$ cat src/rtl/ow_pkg.sv
// Shared 1-wire constants, state encoding and byte-select helpers for the
// DS18B20 responder and the master that talks to it.
package ow_pkg;

  localparam logic [7:0]  CMD_SKIP_ROM = 8'hCC;
  localparam logic [7:0]  CMD_READ_ROM = 8'h33;
  localparam logic [7:0]  CMD_CONVERT  = 8'h44;
  localparam logic [7:0]  CMD_READ_SCR = 8'hBE;
  localparam logic [7:0]  FAMILY_CODE  = 8'h28;
  localparam logic [15:0] TEMP_POR     = 16'h0550;

  localparam logic [7:0]  SCR_TH   = 8'h4B;
  localparam logic [7:0]  SCR_TL   = 8'h46;
  localparam logic [7:0]  SCR_CFG  = 8'h7F;
  localparam logic [7:0]  SCR_RES5 = 8'hFF;
  localparam logic [7:0]  SCR_RES6 = 8'h0C;
  localparam logic [7:0]  SCR_RES7 = 8'h10;

  typedef enum logic [3:0] {
    ST_IDLE,
    ST_PRES_WAIT,
    ST_PRES_DRV,
    ST_ROM_RX,
    ST_FUNC_RX,
    ST_CONVERT,
    ST_TX_SCR,
    ST_TX_ROM
  } ow_state_e;

  // Byte 8 of the scratchpad is whatever the running CRC holds at that point.
  function automatic logic [7:0] scr_byte(input logic [3:0] idx, input logic [15:0] temp,
                                          input logic [7:0] crc);
    case (idx)
      4'd0:    return temp[7:0];
      4'd1:    return temp[15:8];
      4'd2:    return SCR_TH;
      4'd3:    return SCR_TL;
      4'd4:    return SCR_CFG;
      4'd5:    return SCR_RES5;
      4'd6:    return SCR_RES6;
      4'd7:    return SCR_RES7;
      default: return crc;
    endcase
  endfunction

  function automatic logic [7:0] rom_byte(input logic [3:0] idx, input logic [47:0] serial,
                                          input logic [7:0] crc);
    case (idx)
      4'd0:    return FAMILY_CODE;
      4'd1:    return serial[7:0];
      4'd2:    return serial[15:8];
      4'd3:    return serial[23:16];
      4'd4:    return serial[31:24];
      4'd5:    return serial[39:32];
      4'd6:    return serial[47:40];
      default: return crc;
    endcase
  endfunction

endpackage

$ cat src/rtl/ow_crc8.sv
// Serial Dallas/Maxim CRC8 (x^8+x^5+x^4+1, reflected, init 0), one bit per enable.
module ow_crc8 (
  input  logic       i_clk,
  input  logic       i_rst,
  input  logic       i_clr,
  input  logic       i_en,
  input  logic       i_bit,
  output logic [7:0] o_crc
);

  logic [7:0] crc_q, crc_d;
  logic       fb;

  always_comb begin
    crc_d = crc_q;
    fb    = crc_q[0] ^ i_bit;
    if (i_clr) begin
      crc_d = 8'h00;
    end else if (i_en) begin
      crc_d = {1'b0, crc_q[7:1]} ^ (fb ? 8'h8C : 8'h00);
    end
  end

  always_ff @(posedge i_clk) begin
    if (!i_rst) crc_q <= 8'h00;
    else        crc_q <= crc_d;
  end

  assign o_crc = crc_q;

endmodule

$ cat src/rtl/onewire_ds18b20_slave.sv
// DS18B20 1-wire responder: presence, Skip ROM, Convert T, Read Scratchpad.
// Define READ_ROM_EN to also answer Read ROM (0x33) with family code, ROM_SERIAL and CRC.
module onewire_ds18b20_slave
  import ow_pkg::*;
#(
  parameter int TICK_DIV    = 12,
  parameter int RST_MIN_US  = 440,
  parameter int PRES_DLY_US = 30,
  parameter int PRES_LEN_US = 120,
  parameter int SAMPLE_US   = 30,
  parameter int TX0_US      = 30,
  parameter int CONV_US     = 750000
`ifdef READ_ROM_EN
  , parameter logic [47:0] ROM_SERIAL = 48'h0000_0000_0001
`endif
) (
  input  logic        i_clk,
  input  logic        i_rst,
  input  logic        i_owr,
  output logic        o_owr,
  input  logic [15:0] i_temp,
  output logic [7:0]  o_cmd,
  output logic        o_cmd_valid,
  output logic        o_busy
);

  localparam int DW = (TICK_DIV > 1) ? $clog2(TICK_DIV) : 1;
  localparam int CW = (CONV_US > 1) ? $clog2(CONV_US) : 1;
  localparam logic [DW-1:0] DIV_LAST  = DW'(TICK_DIV - 1);
  localparam logic [CW-1:0] CONV_LAST = CW'(CONV_US - 1);
  localparam logic [15:0]   RST_T     = 16'(RST_MIN_US);
  localparam logic [15:0]   PDLY_T    = 16'(PRES_DLY_US);
  localparam logic [15:0]   PLEN_T    = 16'(PRES_LEN_US);
  localparam logic [15:0]   SAMP_T    = 16'(SAMPLE_US);
  localparam logic [15:0]   TX0_T     = 16'(TX0_US);

  logic            sync1_q, sync2_q, prev_q;
  logic            fall, rise, tick, accept;
  ow_state_e       state_q, state_d;
  logic [DW-1:0]   div_q, div_d;
  logic [15:0]     t_q, t_d, low_q, low_d;
  logic [CW-1:0]   conv_q, conv_d;
  logic            drv_q, drv_d, slot_q, slot_d, armed_q, armed_d, busy_q, busy_d;
  logic [7:0]      cmd_q, cmd_d, sr_q, sr_d, rx_byte, tx_byte;
  logic            cmd_vld_q, cmd_vld_d;
  logic [15:0]     temp_q, temp_d;
  logic [2:0]      bit_q, bit_d;
  logic [3:0]      byte_q, byte_d, crc_len;
  logic            crc_clr, crc_en, tx_bit;
  logic [7:0]      crc;

  assign fall    = prev_q & ~sync2_q;
  assign rise    = ~prev_q & sync2_q;
  assign tick    = (div_q == DIV_LAST);
  // Our own pull-down also produces a falling edge; only the master's starts a slot.
  assign accept  = fall & drv_q;
  assign rx_byte = {sync2_q, sr_q[7:1]};
  assign crc_len = (state_q == ST_TX_ROM) ? 4'd7 : 4'd8;

  ow_crc8 u_crc (
    .i_clk (i_clk),
    .i_rst (i_rst),
    .i_clr (crc_clr),
    .i_en  (crc_en),
    .i_bit (tx_bit),
    .o_crc (crc)
  );

  always_comb begin
`ifdef READ_ROM_EN
    tx_byte = (state_q == ST_TX_ROM) ? rom_byte(byte_q, ROM_SERIAL, crc)
                                     : scr_byte(byte_q, temp_q, crc);
`else
    tx_byte = scr_byte(byte_q, temp_q, crc);
`endif
    tx_bit = (state_q == ST_CONVERT) ? ~busy_q : tx_byte[bit_q];
  end

  always_comb begin
    state_d   = state_q;
    drv_d     = drv_q;
    slot_d    = slot_q;
    armed_d   = armed_q;
    busy_d    = busy_q;
    cmd_d     = cmd_q;
    cmd_vld_d = 1'b0;
    temp_d    = temp_q;
    sr_d      = sr_q;
    bit_d     = bit_q;
    byte_d    = byte_q;
    conv_d    = conv_q;
    crc_clr   = 1'b0;
    crc_en    = 1'b0;
    div_d     = tick ? '0 : div_q + 1'b1;
    t_d       = (tick && t_q != 16'hFFFF) ? t_q + 16'd1 : t_q;
    low_d     = low_q;
    if (sync2_q || fall)              low_d = '0;
    else if (tick && low_q != RST_T)  low_d = low_q + 16'd1;
    if (accept) begin
      t_d   = '0;
      div_d = '0;
    end
    if (!drv_q && state_q != ST_PRES_DRV && t_q == TX0_T) drv_d = 1'b1;

    case (state_q)
      ST_PRES_WAIT: if (t_q == PDLY_T) begin
        state_d = ST_PRES_DRV;
        drv_d   = 1'b0;
        t_d     = '0;
        div_d   = '0;
      end
      ST_PRES_DRV: if (t_q == PLEN_T) begin
        state_d = ST_ROM_RX;
        drv_d   = 1'b1;
        slot_d  = 1'b0;
        bit_d   = '0;
      end
      ST_ROM_RX, ST_FUNC_RX: begin
        if (accept) begin
          slot_d = 1'b1;
        end else if (slot_q && t_q == SAMP_T) begin
          slot_d = 1'b0;
          sr_d   = rx_byte;
          bit_d  = bit_q + 3'd1;
          if (bit_q == 3'd7) begin
            byte_d = '0;
            if (state_q == ST_ROM_RX) begin
              if (rx_byte == CMD_SKIP_ROM) state_d = ST_FUNC_RX;
`ifdef READ_ROM_EN
              else if (rx_byte == CMD_READ_ROM) begin
                state_d = ST_TX_ROM;
                crc_clr = 1'b1;
              end
`endif
              else state_d = ST_IDLE;
            end else begin
              cmd_d     = rx_byte;
              cmd_vld_d = 1'b1;
              if (rx_byte == CMD_CONVERT) begin
                state_d = ST_CONVERT;
                busy_d  = 1'b1;
                conv_d  = '0;
              end else if (rx_byte == CMD_READ_SCR) begin
                state_d = ST_TX_SCR;
                crc_clr = 1'b1;
              end else begin
                state_d = ST_IDLE;
              end
            end
          end
        end
      end
      ST_CONVERT: if (accept && !tx_bit) drv_d = 1'b0;
      ST_TX_SCR, ST_TX_ROM: if (accept) begin
        if (!tx_bit) drv_d = 1'b0;
        crc_en = (byte_q < crc_len);
        bit_d  = bit_q + 3'd1;
        if (bit_q == 3'd7) begin
          byte_d = byte_q + 4'd1;
          if (byte_q == crc_len) begin
            byte_d  = '0;
            state_d = (state_q == ST_TX_SCR) ? ST_IDLE : ST_FUNC_RX;
          end
        end
      end
      default: ;
    endcase

    if (busy_q && tick) begin
      if (conv_q == CONV_LAST) begin
        busy_d = 1'b0;
        temp_d = i_temp;
      end else begin
        conv_d = conv_q + 1'b1;
      end
    end

    // Bus reset overrides everything above, including a conversion finishing this cycle.
    if (!sync2_q && low_q == RST_T) begin
      state_d = ST_IDLE;
      drv_d   = 1'b1;
      busy_d  = 1'b0;
      temp_d  = temp_q;
      conv_d  = '0;
      slot_d  = 1'b0;
      bit_d   = '0;
      byte_d  = '0;
      armed_d = 1'b1;
    end
    if (rise && armed_q) begin
      state_d = ST_PRES_WAIT;
      armed_d = 1'b0;
      t_d     = '0;
      div_d   = '0;
    end
  end

  always_ff @(posedge i_clk) begin
    if (!i_rst) begin
      sync1_q   <= 1'b1;
      sync2_q   <= 1'b1;
      prev_q    <= 1'b1;
      state_q   <= ST_IDLE;
      div_q     <= '0;
      t_q       <= '0;
      low_q     <= '0;
      conv_q    <= '0;
      drv_q     <= 1'b1;
      slot_q    <= 1'b0;
      armed_q   <= 1'b0;
      busy_q    <= 1'b0;
      cmd_q     <= 8'h00;
      cmd_vld_q <= 1'b0;
      temp_q    <= TEMP_POR;
      sr_q      <= 8'h00;
      bit_q     <= '0;
      byte_q    <= '0;
    end else begin
      sync1_q   <= i_owr;
      sync2_q   <= sync1_q;
      prev_q    <= sync2_q;
      state_q   <= state_d;
      div_q     <= div_d;
      t_q       <= t_d;
      low_q     <= low_d;
      conv_q    <= conv_d;
      drv_q     <= drv_d;
      slot_q    <= slot_d;
      armed_q   <= armed_d;
      busy_q    <= busy_d;
      cmd_q     <= cmd_d;
      cmd_vld_q <= cmd_vld_d;
      temp_q    <= temp_d;
      sr_q      <= sr_d;
      bit_q     <= bit_d;
      byte_q    <= byte_d;
    end
  end

  assign o_owr       = drv_q;
  assign o_cmd       = cmd_q;
  assign o_cmd_valid = cmd_vld_q;
  assign o_busy      = busy_q;

endmodule

$ cat config.mk
export PLATFORM = sky130hd
export DESIGN_NAME = onewire_ds18b20_slave
export DESIGN_NICKNAME = d
export VERILOG_FILES = /design/src/rtl/ow_pkg.sv /design/src/rtl/ow_crc8.sv /design/src/rtl/onewire_ds18b20_slave.sv
export SDC_FILE = /design/constraint.sdc
export NUM_CORES = 1
export LEC_CHECK = 0
export ABC_AREA = 1
export CAP_MARGIN = 5
export CORE_MARGIN = 3
export CORE_UTILIZATION = 60
export CTS_CLUSTER_DIAMETER = 40
export DETAILED_ROUTE_END_ITERATION = 8
export PLACE_DENSITY_LB_ADDON = 0.3
export SLEW_MARGIN = 20
export SYNTH_ARGS = -nofsm -noshare
export SYNTH_HDL_FRONTEND = slang
export SYNTH_HIERARCHICAL = 1
export SYNTH_SLANG_ARGS = --single-unit
$ cat constraint.sdc
create_clock -name i_clk -period 3.5 [get_ports i_clk]
set_input_delay 0.525 -clock i_clk [delete_from_list [all_inputs] [get_ports i_clk]]
set_output_delay 0.525 -clock i_clk [all_outputs]
set_load 0.02 [all_outputs]
* Word level (Yosys, flattened, before mapping)
Index checks and enable logic that the tools add are counted.
Operators by class: order comparisons 2, add/sub/neg operators 6, bitwise logic cells 15, reductions and logical operators 35, equality and inequality tests 44, multiplexer cells 79
Operators with widths (count):
- two-way mux 20 bit | 8
- two-way mux 4 bit | 20
- two-way mux 16 bit | 4
- one-hot mux 8 bit (8 select lines) | 1
- adder 16 x 1 -> 16 bit, second input constant | 2
- == test 4 x 3 -> 1 bit, second input constant | 8
- inequality test 4 bit, second input constant | 8
- two-way mux 1 bit | 31
- two-way mux 3 bit | 8
- adder 20 x 1 -> 20 bit, second input constant | 1
- == test 20 bit, second input constant | 1
- AND reduction 9 bit | 2
- == test 16 x 5 -> 1 bit, second input constant | 1
- == test 16 x 7 -> 1 bit, second input constant | 1
- == test 16 x 9 -> 1 bit, second input constant | 1
- == test 4 x 2 -> 1 bit, second input constant | 4
- == test 8 bit, second input constant | 2
- inequality test 16 bit, second input constant | 1
- inequality test 16 x 9 -> 1 bit, second input constant | 1
- inequality test 2 bit, second input constant | 8
- one-hot mux 4 bit (4 select lines) | 1
- OR reduction 2 bit | 6
- NOT 1 bit | 10
- AND reduction 5 bit | 2
- 32 further kinds | 49
Word-level totals: bits of input ports 19, word-level logic and storage cells 201, register bits 115, output and inout port bits 11

* Depth between registers and ports, before layout
word-level depth 10, depth in mapped cells 21

* Hierarchy
The synthesis kept the hierarchy.
Modules (own cells, without submodules):
- onewire_ds18b20_slave | times used 1, area an instance 5821.8 um^2, cells each 843, seq. area each 2102.0 um^2
- ow_crc8 | times used 1, area an instance 379.1 um^2, cells each 49, seq. area each 160.2 um^2

* Least setup slack after synthesis
Ideal clock, no wire load.
path kind reg-to-reg, from register byte_q[0], to register u_crc.crc_q[3], in the netlist u_crc/o_crc[3], cell stages (with the launch flop) 20, library setup time 0.109 ns, slack 1.383 ns, arrival time 2.008 ns, required time 3.391 ns, cell sequence dfxtp_1 inv_1 ha_1 clkbuf_1 nor2_1 nor2_1 nor2_2 nand3_1 nand2_1 nand2_1 nand3_1 nand3_1 nand2_1 nand2_1 nand2_1 nand2_1 nand3_1 nand3_1 nand2_1 inv_1
On the way: longest elaborated chain between the ends 8, elaborated cells on any way between the ends 18, those cells by class 1 x order compare; 7 x eq/ne; 7 x mux; 2 x bitwise; 1 x reduce/logical
RTL lines:
- from (decl) | RTL line onewire_ds18b20_slave.sv:48 | logic [3:0] byte_q, byte_d, crc_len;
- from (signal assigned) | RTL line onewire_ds18b20_slave.sv:236 | byte_q <= byte_d;
- == test 4 x 3 -> 1 bit, or another cell as far along | RTL line ow_pkg.sv:33 | case (idx)
- one-hot mux 8 bit (8 select lines) * | RTL line ow_pkg.sv:33
- binary-select mux 1 bit (select 3 bit) * | RTL line onewire_ds18b20_slave.sv:76 | tx_bit = (state_q == ST_CONVERT) ? ~busy_q : tx_byte[bit_q];
- two-way mux 1 bit (implied by the code) * | RTL line onewire_ds18b20_slave.sv:76
- two-way mux 1 bit * | RTL line onewire_ds18b20_slave.sv:76
- net tx_bit | RTL line onewire_ds18b20_slave.sv:49 | logic crc_clr, crc_en, tx_bit;
- bitwise XOR 1 bit * | RTL line ow_crc8.sv:16 | fb = crc_q[0] ^ i_bit;
- two-way mux 8 bit * | RTL line ow_crc8.sv:20 | crc_d = {1'b0, crc_q[7:1]} ^ (fb ? 8'h8C : 8'h00);
- bitwise XOR 7 x 8 -> 8 bit * | RTL line ow_crc8.sv:20
- to (signal assigned) | RTL line ow_crc8.sv:26 | else crc_q <= crc_d;
- to (decl) | RTL line ow_crc8.sv:11 | logic [7:0] crc_q, crc_d;
Mark *: on every way through the listed nets, which the timed path passes. The rest lies on a longest branch. The select of a mux whose other input is x is not followed. A chain may end at the register's enable or synchronous reset.

* Worst setup path after layout
from register low_q[0], to register conv_q[5]
On the way: longest elaborated chain between the ends 3
RTL lines:
- from (decl) | RTL line onewire_ds18b20_slave.sv:41 | logic [15:0] t_q, t_d, low_q, low_d;
- from (signal assigned) | RTL line onewire_ds18b20_slave.sv:225 | low_q <= low_d;
- == test 16 x 9 -> 1 bit | RTL line onewire_ds18b20_slave.sv:179 | if (!sync2_q && low_q == RST_T) begin
- logical AND 1 bit | RTL line onewire_ds18b20_slave.sv:179
- OR reduction 2 bit (no source line)
- to (signal assigned) | RTL line onewire_ds18b20_slave.sv:226 | conv_q <= conv_d;
- to (decl) | RTL line onewire_ds18b20_slave.sv:42 | logic [CW-1:0] conv_q, conv_d;
Every way passes these cells.

==> impl_metrics.toml <==
[route]
routed_wl_um = 14300
via_per_inst = 5.588
wl_per_cell_um = 13.35
vias = 5985
drt_pass1_iterations = 5
drtIter0Drc = 445
antenna_left = 0
drc = 0

[sta]
report.final.slew_viol_count = 0
finalSetupViolCount = 0
finalHoldViolations = 0
timing.final.crit_share = 0.7336
max_slew_margin = 0.5107
fmax_ghz = 0.3895
fin_tns_setup_ns = 0
worstMarginPinSlew_ns = 0.7312
fin_crit_ns = 2.567
clock_skew_ns = 0.006592
rsz0062_at_grt = "false"

[logic_synthesis]
async_flop_share = 0
yosys_warnings = 6
synth_cell_types = 50
syn-num-nets = 928
synth_top_area_share = 0.3648
syn_area_um2 = 6201
syn-instance-count = 892
ys_ff_latch = 113
syn_area_per_cell_um2 = 6.952
yosys.area.top_type = "dfxtp_1"
synth-main-ff-cell = "dfxtp_1"
seq_area_frac_synth = 0.3648
synth.area.top_cells = "dfxtp_1, nand2_1, nor2_1"
synth-edff-count = 0

[worst_setup_path]
crit_type = "reg2reg"
reg2reg_from = "low_q[0]"
crit_required_ns = 3.92
start_kind = "flip-flop"
rr_endpoint = "conv_q[5]"
crit_path_end_kind = "flip-flop"
regToRegSetupSlack_ns = 0.93
worstPathArrival_ns = 2.98
path_max_fanout = 11
rr_worst_depth = 11

[global_routing]
grt_antenna_before_repair = 0
grt_max_degree = 33
grt_pass1_wl_um = 24310
grt_overflow = 0
track_usage = 0.2607
grt_pass1_vias = 5534

[die]
core_area_um2 = 9910
die_h_um = 107.7
start_util = 0.6258
rows = 36
fp.dieW_um = 107.7
die-area_um2 = 11590
io_pins = 30

[layout]
area_growth_pct = 15.62
finalNonFillerCells = 1071
nFillCells = 810
diodes = 0
ff_latch_area_um2 = 2262
multiInputGateArea_um2 = 3348
nNetsFinal = 962
drive_gt1_frac = 0.1002

[clock_tree]
path_clk_slew_ns = 0.05
cts_resized = 0
cts_root_buf = "clkbuf_8"
h-tree-depth = 4
cts.sinks = 113
cts_hold_buf = 0
cts_tree = "yes"
clk_path_buf_depth = 2
numCtsBuffers = 17
clk_latency_ns = 0.53
post_cts_buffers = 0

[power]
vdd_drop_max_uv = 504.0
power.density_nw_per_um2 = 486.6
power_mw = 3.489
leakagePower_nw = 2.717

[min_path]
holdCritStartpoint = "sync1_q"
hold_path.class = "reg2reg"
whs_path_depth = 1
hold_end = "sync2_q"

[placement]
dp_cells = 1040
dp_hpwl_um = 10020
routabilityCongestion = 0.9687
port_buffers = 29

[job]
maxCapViolCount = 0

[status]
status = "completed"
==> per-stage QoR <==
stage	instance area, um2	hold WS [ns]	worst slack (ns)	utilization
CTS	7169	0.4340	0.9837	0.7235
finish	7169	0.4324	0.9325	0.7235
global route	7169	0.4765	0.6705	0.7235
floorplan	6201	0.3925	1.383	-
detailed placement	6576	0.4001	0.9535	0.6636
global placement	6576	0.3951	0.9996	0.6636
==> how the worst max path moves through the flow <==
stage / end / slack, ns / startpoint
2_1_floorplan: u_crc/o_crc[3] / 1.38 / byte_q[0]
5_1_grt: u_crc/o_crc[2] / 0.67 / byte_q[0]
3_5_place_dp: t_q[6] / 0.95 / i_rst
4_1_cts: conv_q[5] / 0.98 / low_q[0]
3_3_place_gp: t_q[6] / 1.0 / i_rst
6_report: conv_q[5] / 0.93 / low_q[0]
==> area by class of cell <==
class                   count  share of cell area
clock inverters            10             0.01867
clock buffers              21             0.06405
well taps                 133             0.02321
flip-flops and latches    113              0.3155
repair buffers             32             0.04363
multi-input cells         634              0.4670
inverters                 128             0.06789
==> critical path: stages, from the launching register on <==
cell and delay (ns):
dfxtp_1 0.34, inv_1 0.13, ha_1 0.18, nand3_1 0.08, nor4_1 0.32, nand4_1 0.32, nand2_1 0.38, inv_1 0.27
nand2_4 0.20, inv_2 0.07, o21ai_1 0.09, a21oi_1 0.06
==> cells by family (layout without fill, tap and decap cells) <==
| family | after synthesis | count (layout) | synth area share |
|---|---|---|---|
| and+or+nand+nor | 447 | 447 | 0.3471 |
| AOI/OAI and AO/OA | 157 | 157 | 0.1402 |
| buffers and inverters | 145 | 191 | 0.09524 |
| DFF | 113 | 113 | 0.3648 |
| adders and majority gates | 17 | 17 | 0.03430 |
| xor gates and xnor gates | 13 | 13 | 0.01836 |
==> power breakdown <==
part	switching [mW]	total, mW	internal [mW]
clock network	0.595	1.73	1.13
registers	0.0435	1.37	1.32
logic	0.251	0.395	0.144
==> sequential cells by signal, summed over array words and instances, names as in the netlist <==
name / flops
bit_q: 3
conv_q: 20
temp_q: 16
o_owr: 1
u_crc/o_crc: 8
o_cmd_valid: 1
armed_q: 1
low_q: 16
prev_q: 1
sr_q: 7
state_q: 3
sync2_q: 1
div_q: 4
slot_q: 1
o_cmd: 8
sync1_q: 1
byte_q: 4
t_q: 16
o_busy: 1
==> Yosys cell counts (2+ instances only) <==
library cell and count:
a211oi_1 2, a211oi_2 4, a21oi_1 66, a21oi_2 2
a31oi_1 5, buf_2 5, buf_4 3, buf_6 3
clkbuf_1 6, dfxtp_1 113, ha_1 17, inv_1 111
inv_2 14, inv_4 2, nand2_1 139, nand2_2 6
nand2_4 2, nand3_1 76, nand3_2 6, nand3b_1 3
nand4_1 19, nor2_1 119, nor2_2 4, nor2_4 3
nor3_1 35, nor3_2 4, nor3b_1 4, nor3b_2 2
nor4_1 13, o21a_1 2, o21ai_0 56, o21ai_1 13
o21ai_2 2, or2_1 3, or2_2 2, xnor2_1 4
xor2_1 9
==> layer usage <==
layer  up-vias  share of wire  wire length [um]  track usage
met5         -              0                 0            0
met4         0          0.023               329       0.1262
met3        35          0.056               795      0.05579
met2       202           0.48              6818       0.4338
met1      2709           0.44              6360       0.3195
li1       3039              -                 -            -
==> cells in the final DEF, fill, tap and decap left out, drive strengths merged, types with 21 or more instances in the layout <==
cell type,instances
nand2,147
nor2,127
inv,127
dfxtp,113
nand3,82
o21ai,72
a21oi,68
nor3,40
clkdlybuf4s50,29
clkbuf,21
Power figures use the tool's default switching activity.
